### config.mk
export PLATFORM = sky130hd
export DESIGN_NAME = bcd_digit_accumulator
export DESIGN_NICKNAME = d
export VERILOG_FILES = /design/src/rtl/bcd_digit_accumulator_pkg.sv /design/src/rtl/bcd_mac10.sv /design/src/rtl/bcd_digit_accumulator.sv
export SDC_FILE = /design/constraint.sdc
export NUM_CORES = 1
export LEC_CHECK = 0
export ABC_AREA = 1
export CAP_MARGIN = 20
export CORE_ASPECT_RATIO = 0.8
export CORE_MARGIN = 3
export CORE_UTILIZATION = 55
export CTS_BUF_LIST = sky130_fd_sc_hd__clkbuf_8
export DETAILED_ROUTE_END_ITERATION = 7
export HOLD_SLACK_MARGIN = 0.1
export PLACE_DENSITY = 0.87
export SETUP_SLACK_MARGIN = 0.3
export SLEW_MARGIN = 20
export SYNTH_ARGS = -nofsm -noshare
export SYNTH_HDL_FRONTEND = slang
export SYNTH_SLANG_ARGS = --single-unit
export TNS_END_PERCENT = 5
### constraint.sdc
create_clock -name clk -period 3.8 [get_ports clk]
set_input_delay 0.57 -clock clk [delete_from_list [all_inputs] [get_ports clk]]
set_output_delay 0.57 -clock clk [all_outputs]
set_load 0.01 [all_outputs]
### src/rtl/bcd_digit_accumulator_pkg.sv
// rtl/bcd_digit_accumulator_pkg.sv - shared state encodings, constants and digit picker for the BCD accumulator
package bcd_digit_accumulator_pkg;

  typedef enum logic {
    ENTRY = 1'b0,
    CONV  = 1'b1
  } state_t;

  localparam logic [3:0] BCD_MAX_CODE  = 4'd9;
  localparam logic [3:0] BCD_BACKSPACE = 4'hA;
  localparam int         BCD_ACC_W     = 10;
  localparam int         DIGITS_W      = 12;

  // Digit 0 is the most recently entered one; higher slots are older.
  function automatic logic [3:0] pick_digit(input logic [DIGITS_W-1:0] digits,
                                            input logic [1:0]          sel);
    case (sel)
      2'd0:    pick_digit = digits[3:0];
      2'd1:    pick_digit = digits[7:4];
      default: pick_digit = digits[11:8];
    endcase
  endfunction

endpackage

### src/rtl/bcd_mac10.sv
// rtl/bcd_mac10.sv - combinational acc*10 + digit using shifts and adds
module bcd_mac10
  import bcd_digit_accumulator_pkg::*;
(
  input  logic [BCD_ACC_W-1:0] acc_in,
  input  logic [3:0]           digit,
  output logic [BCD_ACC_W-1:0] acc_out
);

  // acc*10 = acc*8 + acc*2; callers keep acc <= 99 so 10 bits never wrap.
  assign acc_out = (acc_in << 3) + (acc_in << 1) + {{(BCD_ACC_W-4){1'b0}}, digit};

endmodule

### src/rtl/bcd_digit_accumulator.sv
// rtl/bcd_digit_accumulator.sv - BCD digit entry and iterative decimal-to-binary conversion (option: BCD_ACC_BACKSPACE_EN)
module bcd_digit_accumulator
  import bcd_digit_accumulator_pkg::*;
#(
  parameter int MAX_DIGITS = 3
) (
  input  logic       clk,
  input  logic       rst_n,
  input  logic       digit_valid,
  input  logic [3:0] digit_in,
  output logic       digit_ready,
  input  logic       commit,
  input  logic       clear,
  output logic       busy,
  output logic [1:0] digit_count,
  output logic       result_valid,
  output logic [7:0] result,
  output logic       overflow,
  output logic       invalid_digit
);

  localparam logic [1:0] MAX_CNT = 2'(MAX_DIGITS);

  state_t                state, state_next;
  logic [1:0]            count, idx, cnt_in;
  logic [DIGITS_W-1:0]   digits, dig_in;
  logic [BCD_ACC_W-1:0]  acc, acc_next;
  logic                  accept, is_digit, is_bksp;
  logic                  start_conv, empty_commit, conv_done;

`ifdef BCD_ACC_BACKSPACE_EN
  // Backspace stays acceptable at full so the user can still correct the last digit.
  assign is_bksp     = (digit_in == BCD_BACKSPACE);
  assign digit_ready = (state == ENTRY) && ((count < MAX_CNT) || is_bksp);
`else
  assign is_bksp     = 1'b0;
  assign digit_ready = (state == ENTRY) && (count < MAX_CNT);
`endif

  assign is_digit    = (digit_in <= BCD_MAX_CODE);
  assign accept      = digit_valid && digit_ready;
  assign busy        = (state == CONV);
  assign digit_count = count;

  // Oldest stored digit first: slot count-1 down to slot 0.
  bcd_mac10 u_mac (
    .acc_in  (acc),
    .digit   (pick_digit(digits, count - 2'd1 - idx)),
    .acc_out (acc_next)
  );

  // Digit store contents after this cycle's handshake, so a digit taken with commit is converted too.
  always_comb begin
    cnt_in = count;
    dig_in = digits;
    if (accept && is_digit) begin
      cnt_in = count + 2'd1;
      dig_in = {digits[DIGITS_W-5:0], digit_in};
    end else if (accept && is_bksp && (count != 2'd0)) begin
      cnt_in = count - 2'd1;
      dig_in = {4'd0, digits[DIGITS_W-1:4]};
    end
  end

  // State register.
  always_ff @(posedge clk) begin
    if (!rst_n) state <= ENTRY;
    else        state <= state_next;
  end

  // Next-state decode; an empty commit answers immediately without entering CONV.
  always_comb begin
    state_next   = state;
    start_conv   = 1'b0;
    empty_commit = 1'b0;
    conv_done    = 1'b0;
    case (state)
      ENTRY: begin
        if (!clear && commit) begin
          if (cnt_in == 2'd0) begin
            empty_commit = 1'b1;
          end else begin
            start_conv = 1'b1;
            state_next = CONV;
          end
        end
      end
      CONV: begin
        if (clear) begin
          state_next = ENTRY;
        end else if (idx == count - 2'd1) begin
          conv_done  = 1'b1;
          state_next = ENTRY;
        end
      end
      default: state_next = ENTRY;
    endcase
  end

  // Digit store, accumulator and result registers; clear overrides any handshake or commit.
  always_ff @(posedge clk) begin
    if (!rst_n) begin
      count         <= 2'd0;
      digits        <= '0;
      idx           <= 2'd0;
      acc           <= '0;
      result        <= 8'd0;
      overflow      <= 1'b0;
      result_valid  <= 1'b0;
      invalid_digit <= 1'b0;
    end else begin
      result_valid  <= 1'b0;
      invalid_digit <= 1'b0;
      if (clear) begin
        count  <= 2'd0;
        digits <= '0;
        idx    <= 2'd0;
        acc    <= '0;
      end else if (state == ENTRY) begin
        count  <= cnt_in;
        digits <= dig_in;
        if (accept && !is_digit && !is_bksp) invalid_digit <= 1'b1;
        if (start_conv) begin
          acc <= '0;
          idx <= 2'd0;
        end
        if (empty_commit) begin
          result_valid <= 1'b1;
          result       <= 8'd0;
          overflow     <= 1'b0;
          digits       <= '0;
        end
      end else begin
        acc <= acc_next;
        idx <= idx + 2'd1;
        if (conv_done) begin
          result_valid <= 1'b1;
          overflow     <= (acc_next > 10'd255);
          result       <= (acc_next > 10'd255) ? 8'hFF : acc_next[7:0];
          count        <= 2'd0;
          digits       <= '0;
        end
      end
    end
  end

endmodule

==> flow_metrics.env, run 1 <==
export IMPL_slew_viol_final=0
export IMPL_multi_input_area_um2=1339
export IMPL_finalSetupTns_ps=0
export IMPL_insertedDiodeCount=0
export IMPL_critPathArrivalTime_ps=3490
export IMPL_synth_area_per_cell_um2=7.477
export IMPL_async_reset_ff_share_pct=0
export IMPL_setup_viol=0
export IMPL_synth_distinct_cells=34
export IMPL_viasPerCell=5.730
export IMPL_final_cell_area_um2=2595
export IMPL_path_clk_slew_ps=80
export IMPL_place_hpwl_um=3766
export IMPL_max_clock_freq_ghz=0.3031
export IMPL_port_buffer_count=23
export IMPL_hp_class="reg -> reg"
export IMPL_synth_edf_count=0
export IMPL_firstDrtPassIters=4
export IMPL_r2r_cells=21
export IMPL_status="finished, final reports clean"
export IMPL_initial_core_util_pct=60.44
export IMPL_numClockSinks=37
export IMPL_cellLeakagePower_nw=1.165
export IMPL_grt_total_usage_pct=23.16
export IMPL_cts_tree="yes"
export IMPL_place_gp_congestion=0.9485
export IMPL_synth_common_cells="nand2_1, dfxtp_1, nor2_1, inv_1, nand4_1"
export IMPL_cp_slowest_cell="fa_2"
export IMPL_cp_num_buf_inv=3
export IMPL_layout_nets=342
export IMPL_worst_pin_slew_ps=691.8
export IMPL_critPathLaunchType="register"
export IMPL_rsz0062_at_grt="no"
export IMPL_cellPowerDensity_nw_per_um2=320.2
export IMPL_first_global_vias=1951
export IMPL_final_hold_viol_count=0
export IMPL_yosys_register_bits=37
export IMPL_cts_root_buf="clkbuf_8"
export IMPL_end_kind="register"
export IMPL_slowest_delay_ps=380
export IMPL_clk_latency_ps=290
export IMPL_grt_overflow=0
export IMPL_drive_gt1_share_pct=18.10
export IMPL_drc_errors=0
export IMPL_die_w_um=76.69
export IMPL_grt_pass1_wl_um=9052
export IMPL_maxSlewHeadroom_pct=53.82
export IMPL_cts_buffers=5
export IMPL_antenna_found_initial=0
export IMPL_cp_depth=21
export IMPL_yosysTopAreaCellShare_pct=33.69
export IMPL_row_count=19
export IMPL_dieArea_um2=4796
export IMPL_grt_max_degree=22
export IMPL_synth_area_leader_cell="dfxtp_1"
export IMPL_h_tree_depth=2
export IMPL_postSynthCellCount=294
export IMPL_ys_flop_type="dfxtp_1"
export IMPL_vdd_drop_max_mv=0.2255
export IMPL_detail_route_iter0_violations=169
export IMPL_synth_fp_nets=321
export IMPL_period_needed_ps=3299
export IMPL_die_y_um=62.55
export IMPL_clock_path_buffers=2
export IMPL_ioPinCount=24
export IMPL_drv_cap=0
export IMPL_wl_um=5380
export IMPL_synth_most_common_cell="nand2_1"
export IMPL_crit_family="adder cells"
export IMPL_synth_warning_count=0
export IMPL_netlist_area_um2=2198
export IMPL_ys_top_cells_by_area="dfxtp_1, ha_1, nand4_1, nand2_1, nor2_1"
export IMPL_period_share_pct=86.82
export IMPL_cp_data_required_time_ps=3990
export IMPL_ctsHoldBuffers=0
export IMPL_ant_nets=0
export IMPL_final_seq_area_um2=743.2
export IMPL_synth_seq_area_share_pct=33.69
export IMPL_num_vias=2103
export IMPL_avgRoutedWirePerCell_um=14.66
export IMPL_core_area_um2=3637
export IMPL_area_growth_pct=18.04
export IMPL_hold_path_depth=2
export IMPL_crit_type="reg -> reg"
export IMPL_critPathMaxFanout=6
export IMPL_nFillCells=292
export IMPL_path_cells="ha_1, inv_1, nand2_1, nand2_1, nand2_1, nand2_2, inv_1, nor2_2, inv_1, o22ai_1, nor2_1, ha_1, ha_2, fa_2, nand3_1, nand3_1, o21ai_0, a21o_1, nand3_1, nor2_1, nor2_1"
export IMPL_skew_ps=12.30
export IMPL_postPlaceCellArea_um2=2440
-- per-layer routing --
metal	vias to the layer above	global-route usage, %	wire length [µm]
li1	1045	-	-
met1	976	32.83	2554
met2	75	34.13	2407
met3	7	5.187	352
met4	0	8.597	65
met5	-	0	0
-- cells by family (layout without fill, tap and decap cells) --
family	after synthesis	count (layout)	share of synthesized area, %
adder cells (fa/ha/maj)	18	18	10.93
XOR/XNOR	2	2	0.7970
flip-flops	37	37	33.69
buffers and inverters	42	62	7.911
AO/OA/AOI/OAI	50	50	13.60
AND/OR/NAND/NOR	145	146	33.07
-- sequential cells by signal (all words and copies together), names as in the netlist --
register	count
digits	12
result_valid	1
busy	1
idx	2
result	8
overflow	1
acc	9
digit_count	2
invalid_digit	1
-- what timing repair did --
action / 4_1_cts / 5_1_grt
setup endpoints to repair: 1 / 12
resized for setup: 1 / 14
cloned: 0 / 1
setup buffers: 0 / 1
pin swaps: 0 / 5
-- final timing paths --
| path | start | end | slack (ps) |
|---|---|---|---|
| max | digit_count[0] | result[6] | 500 |
| min | acc[7] | acc[7] | 480 |
| max reg2reg | digit_count[0] | result[6] | 500 |
| min reg2reg | acc[7] | acc[7] | 480 |
-- power breakdown --
part           internal (mW)  switching [mW]
logic                 0.0528          0.0858
registers              0.399          0.0115
clock network          0.143           0.138
-- worst reg2reg max path, stage by stage (launching register included) --
cell	delay, ps
dfxtp_2	360
ha_1	310
inv_1	80
nand2_1	80
nand2_1	90
nand2_1	60
nand2_2	80
inv_1	90
nor2_2	120
inv_1	60
o22ai_1	120
nor2_1	60
ha_1	280
ha_2	210
fa_2	390
nand3_1	110
nand3_1	90
o21ai_0	150
a21o_1	160
nand3_1	110
nor2_1	120
nor2_1	60
-- final cells by class --
class / count / area share (%)
Clock inverter: 1 / 0.2893
Tap cell: 52 / 2.507
Sequential cell: 37 / 28.64
Multi-Input combinational cell: 216 / 51.59
Clock buffer: 6 / 3.182
Timing Repair Buffer: 25 / 9.450
Inverter: 30 / 4.339
-- cell usage in the layout (no fill, tap or decap), types with 2 or more instances in the layout --
cell,Yosys,final
nand3_2,2,6
nand2_2,16,19
a21oi_1,20,20
inv_2,2,2
dfxtp_2,0,2
inv_1,27,27
nand2_1,43,40
a21o_1,2,2
nand4_1,27,27
o21ai_0,11,10
clkdlybuf4s50_1,0,23
a21oi_2,9,9
o22ai_1,2,2
clkbuf_8,0,6
nor2_1,29,27
nand3b_1,2,2
ha_1,16,15
nand3_1,21,17
buf_4,2,2
o21ai_1,3,4
dfxtp_1,37,35
nor2_2,0,2
-- per-stage QoR --
step / worst slack (ps) / util (%) / hold slack (ps) / std cells / total power [mW]
2_1_floorplan: 673.2 / - / 441.9 / 294 / 0.5069
3_3_place_gp: 534.2 / 67.08 / 465.3 / 358 / 0.5501
3_5_place_dp: 347.2 / 67.08 / 470.2 / 358 / 0.5518
4_1_cts: 346.0 / 69.69 / 483.8 / 365 / 0.8279
5_1_grt: 248.4 / 71.35 / 501.1 / 367 / 0.8664
6_report: 500.9 / 71.35 / 480.6 / 367 / 0.8308
(Power assumes the default switching activity.)
==> inputs of run 2 (changes only) <==
Settings changed: ABC_CLOCK_PERIOD_IN_PS set to 3800, HOLD_SLACK_MARGIN 0.1 to unset, SLEW_MARGIN 20 to unset.
==> results of run 2 <==
No change in the layout: final DEF, timing and power equal those of run 1.
==> inputs of run 3 (changes only) <==
Settings changed: CAP_MARGIN 20 to unset, CORE_MARGIN 3 to unset.
==> run 3 against run 2 <==
Against the previous run: sequential cell count did not move; final cell count is 0.82% higher; fmax grew 1.3%; wire length down 6.8%; power up 0.98%; critical endpoint unchanged.
==> flow_metrics.env, run 3 (same netlist as run 1, synthesis figures left out) <==
export IMPL_status="finished, final reports clean"
export IMPL_die_w_um=72.69
export IMPL_finalSetupTns_ps=0
export IMPL_top_register="digits"
export IMPL_slew_viol_final=0
export IMPL_power_uw=839.0
export IMPL_cp_data_required_time_ps=3990
export IMPL_max_clock_freq_ghz=0.3071
export IMPL_crit_type="reg -> reg"
export IMPL_r2r_start="digit_count[0]"
export IMPL_skew_ps=8.766
export IMPL_vdd_drop_max_mv=0.2150
export IMPL_top_regs="digits (12), acc (9), result (8)"
export IMPL_h_tree_depth=2
export IMPL_drc_errors=0
export IMPL_p_seq_share_pct=48.9
export IMPL_postPlaceCellArea_um2=2444
export IMPL_grt_max_degree=25
export IMPL_row_count=20
export IMPL_die_y_um=58.55
export IMPL_rsz0062_at_grt="yes"
export IMPL_ctsHoldBuffers=0
export IMPL_numClockSinks=37
export IMPL_period_needed_ps=3256
export IMPL_critPathMaxFanout=6
export IMPL_clockPowerShare_pct=34.9
export IMPL_clock_path_buffers=2
export IMPL_maxSlewHeadroom_pct=59.49
export IMPL_path_clk_slew_ps=80
export IMPL_hold_slack_ps=481.3
export IMPL_viasPerCell=5.549
export IMPL_final_hold_viol_count=0
export IMPL_core_area_um2=3804
export IMPL_multi_input_area_um2=1301
export IMPL_num_vias=2053
export IMPL_pwr_share_comb_pct=16.3
export IMPL_final_util_pct=67.47
export IMPL_worstHoldStart="acc[7]"
export IMPL_ant_nets=0
export IMPL_cellLeakagePower_nw=1.160
export IMPL_clk_latency_ps=300
export IMPL_layout_common_cells="nand2_1, dfxtp_1, nor2_1"
export IMPL_p_int_uw=597.9
export IMPL_largest_register_ffs=12
export IMPL_final_cell_area_um2=2566
export IMPL_grt_pass1_wl_um=8176
export IMPL_end_kind="register"
export IMPL_first_global_vias=1801
export IMPL_hp_class="reg -> reg"
export IMPL_power_switching_uw=241.1
export IMPL_final_seq_area_um2=742.0
export IMPL_port_buffer_count=23
export IMPL_dieArea_um2=4255
export IMPL_insertedDiodeCount=0
export IMPL_cts_buffers=5
export IMPL_cts_tree="yes"
export IMPL_nFillCells=343
export IMPL_layout_nets=341
export IMPL_firstDrtPassIters=4
export IMPL_avgRoutedWirePerCell_um=13.55
export IMPL_detail_route_iter0_violations=173
export IMPL_worst_pin_slew_ps=605.9
export IMPL_mostFrequentLayoutCell="nand2_1"
export IMPL_grt_overflow=0
export IMPL_swShare_pct=28.74
export IMPL_grt_total_usage_pct=25.02
export IMPL_drive_gt1_share_pct=15.87
export IMPL_cts_root_buf="clkbuf_8"
export IMPL_cellPowerDensity_nw_per_um2=326.9
export IMPL_timing_critical_path_from="digit_count[0]"
export IMPL_area_growth_pct=16.73
export IMPL_place_gp_congestion=0.8882
export IMPL_period_share_pct=85.68
export IMPL_drv_cap=0
export IMPL_critPathArrivalTime_ps=3450
export IMPL_antenna_found_initial=0
export IMPL_wl_um=5013
export IMPL_critPathLaunchType="register"
export IMPL_setup_viol=0
export IMPL_initial_core_util_pct=57.80
export IMPL_ioPinCount=24
export IMPL_place_hpwl_um=3547
-- run 3: worst paths after layout --
check	end	slack (ps)	cells past startpoint
setup / recovery	result[6]	540	21
setup reg to reg	result[6]	540	21
hold reg to reg	acc[7]	480	2
hold / removal	acc[7]	480	2
-- run 3: per-layer routing --
metal  vias to the layer above  part of all wire (%)  GRT usage (%)
li1                       1041                     -              -
met1                       949                    51          36.04
met2                        56                    43          37.78
met3                         7                   5.1          5.308
met4                         0                   1.2          7.283
met5                         -                     0              0
-- run 3: power by group through the flow --
| stage | logic (mW) | registers [mW] | clock network, mW |
|---|---|---|---|
| 6_report | 0.137 | 0.410 | 0.292 |
| 5_1_grt | 0.151 | 0.411 | 0.313 |
| 4_1_cts | 0.135 | 0.409 | 0.297 |
| 3_5_place_dp | 0.134 | 0.418 | 0 |
| 3_3_place_gp | 0.132 | 0.418 | 0 |
| 2_1_floorplan | 0.0876 | 0.419 | 0 |
-- run 3: layout make-up --
cell class	instances	area share [%]
Timing Repair Buffer	25	9.556
Multi-Input combinational cell	215	50.71
Clock inverter	2	0.5363
Clock buffer	6	3.218
Sequential cell	37	28.91
Inverter	30	4.388
Tap cell	55	2.682
-- run 3: what timing repair did --
action,in CTS,in global routing
buffers inserted,0,1
hold endpoints to repair,0,0
resized for setup,0,6
endpoints found under the setup margin,0,12
-- run 3: stage by stage --
step,instances,setup WS [ps]
after floorplan,294,673.2
after global placement,361,518.4
after detailed placement,361,388.5
after CTS,369,374.6
after global routing,370,257.9
final,370,544.1
-- run 3: worst max-delay path: stages, from the launching register on --
cell	delay [ps]
dfxtp_2	350
ha_1	320
inv_1	80
nand2_1	70
nand2_1	80
nand2_1	60
nand2_2	100
inv_1	100
nor2_1	140
inv_1	80
o22ai_1	110
nor2_1	60
ha_1	270
ha_1	230
fa_2	370
nand3_1	90
nand3_1	80
o21ai_0	160
a21o_1	150
nand3_1	90
nor2_1	90
nor2_1	50
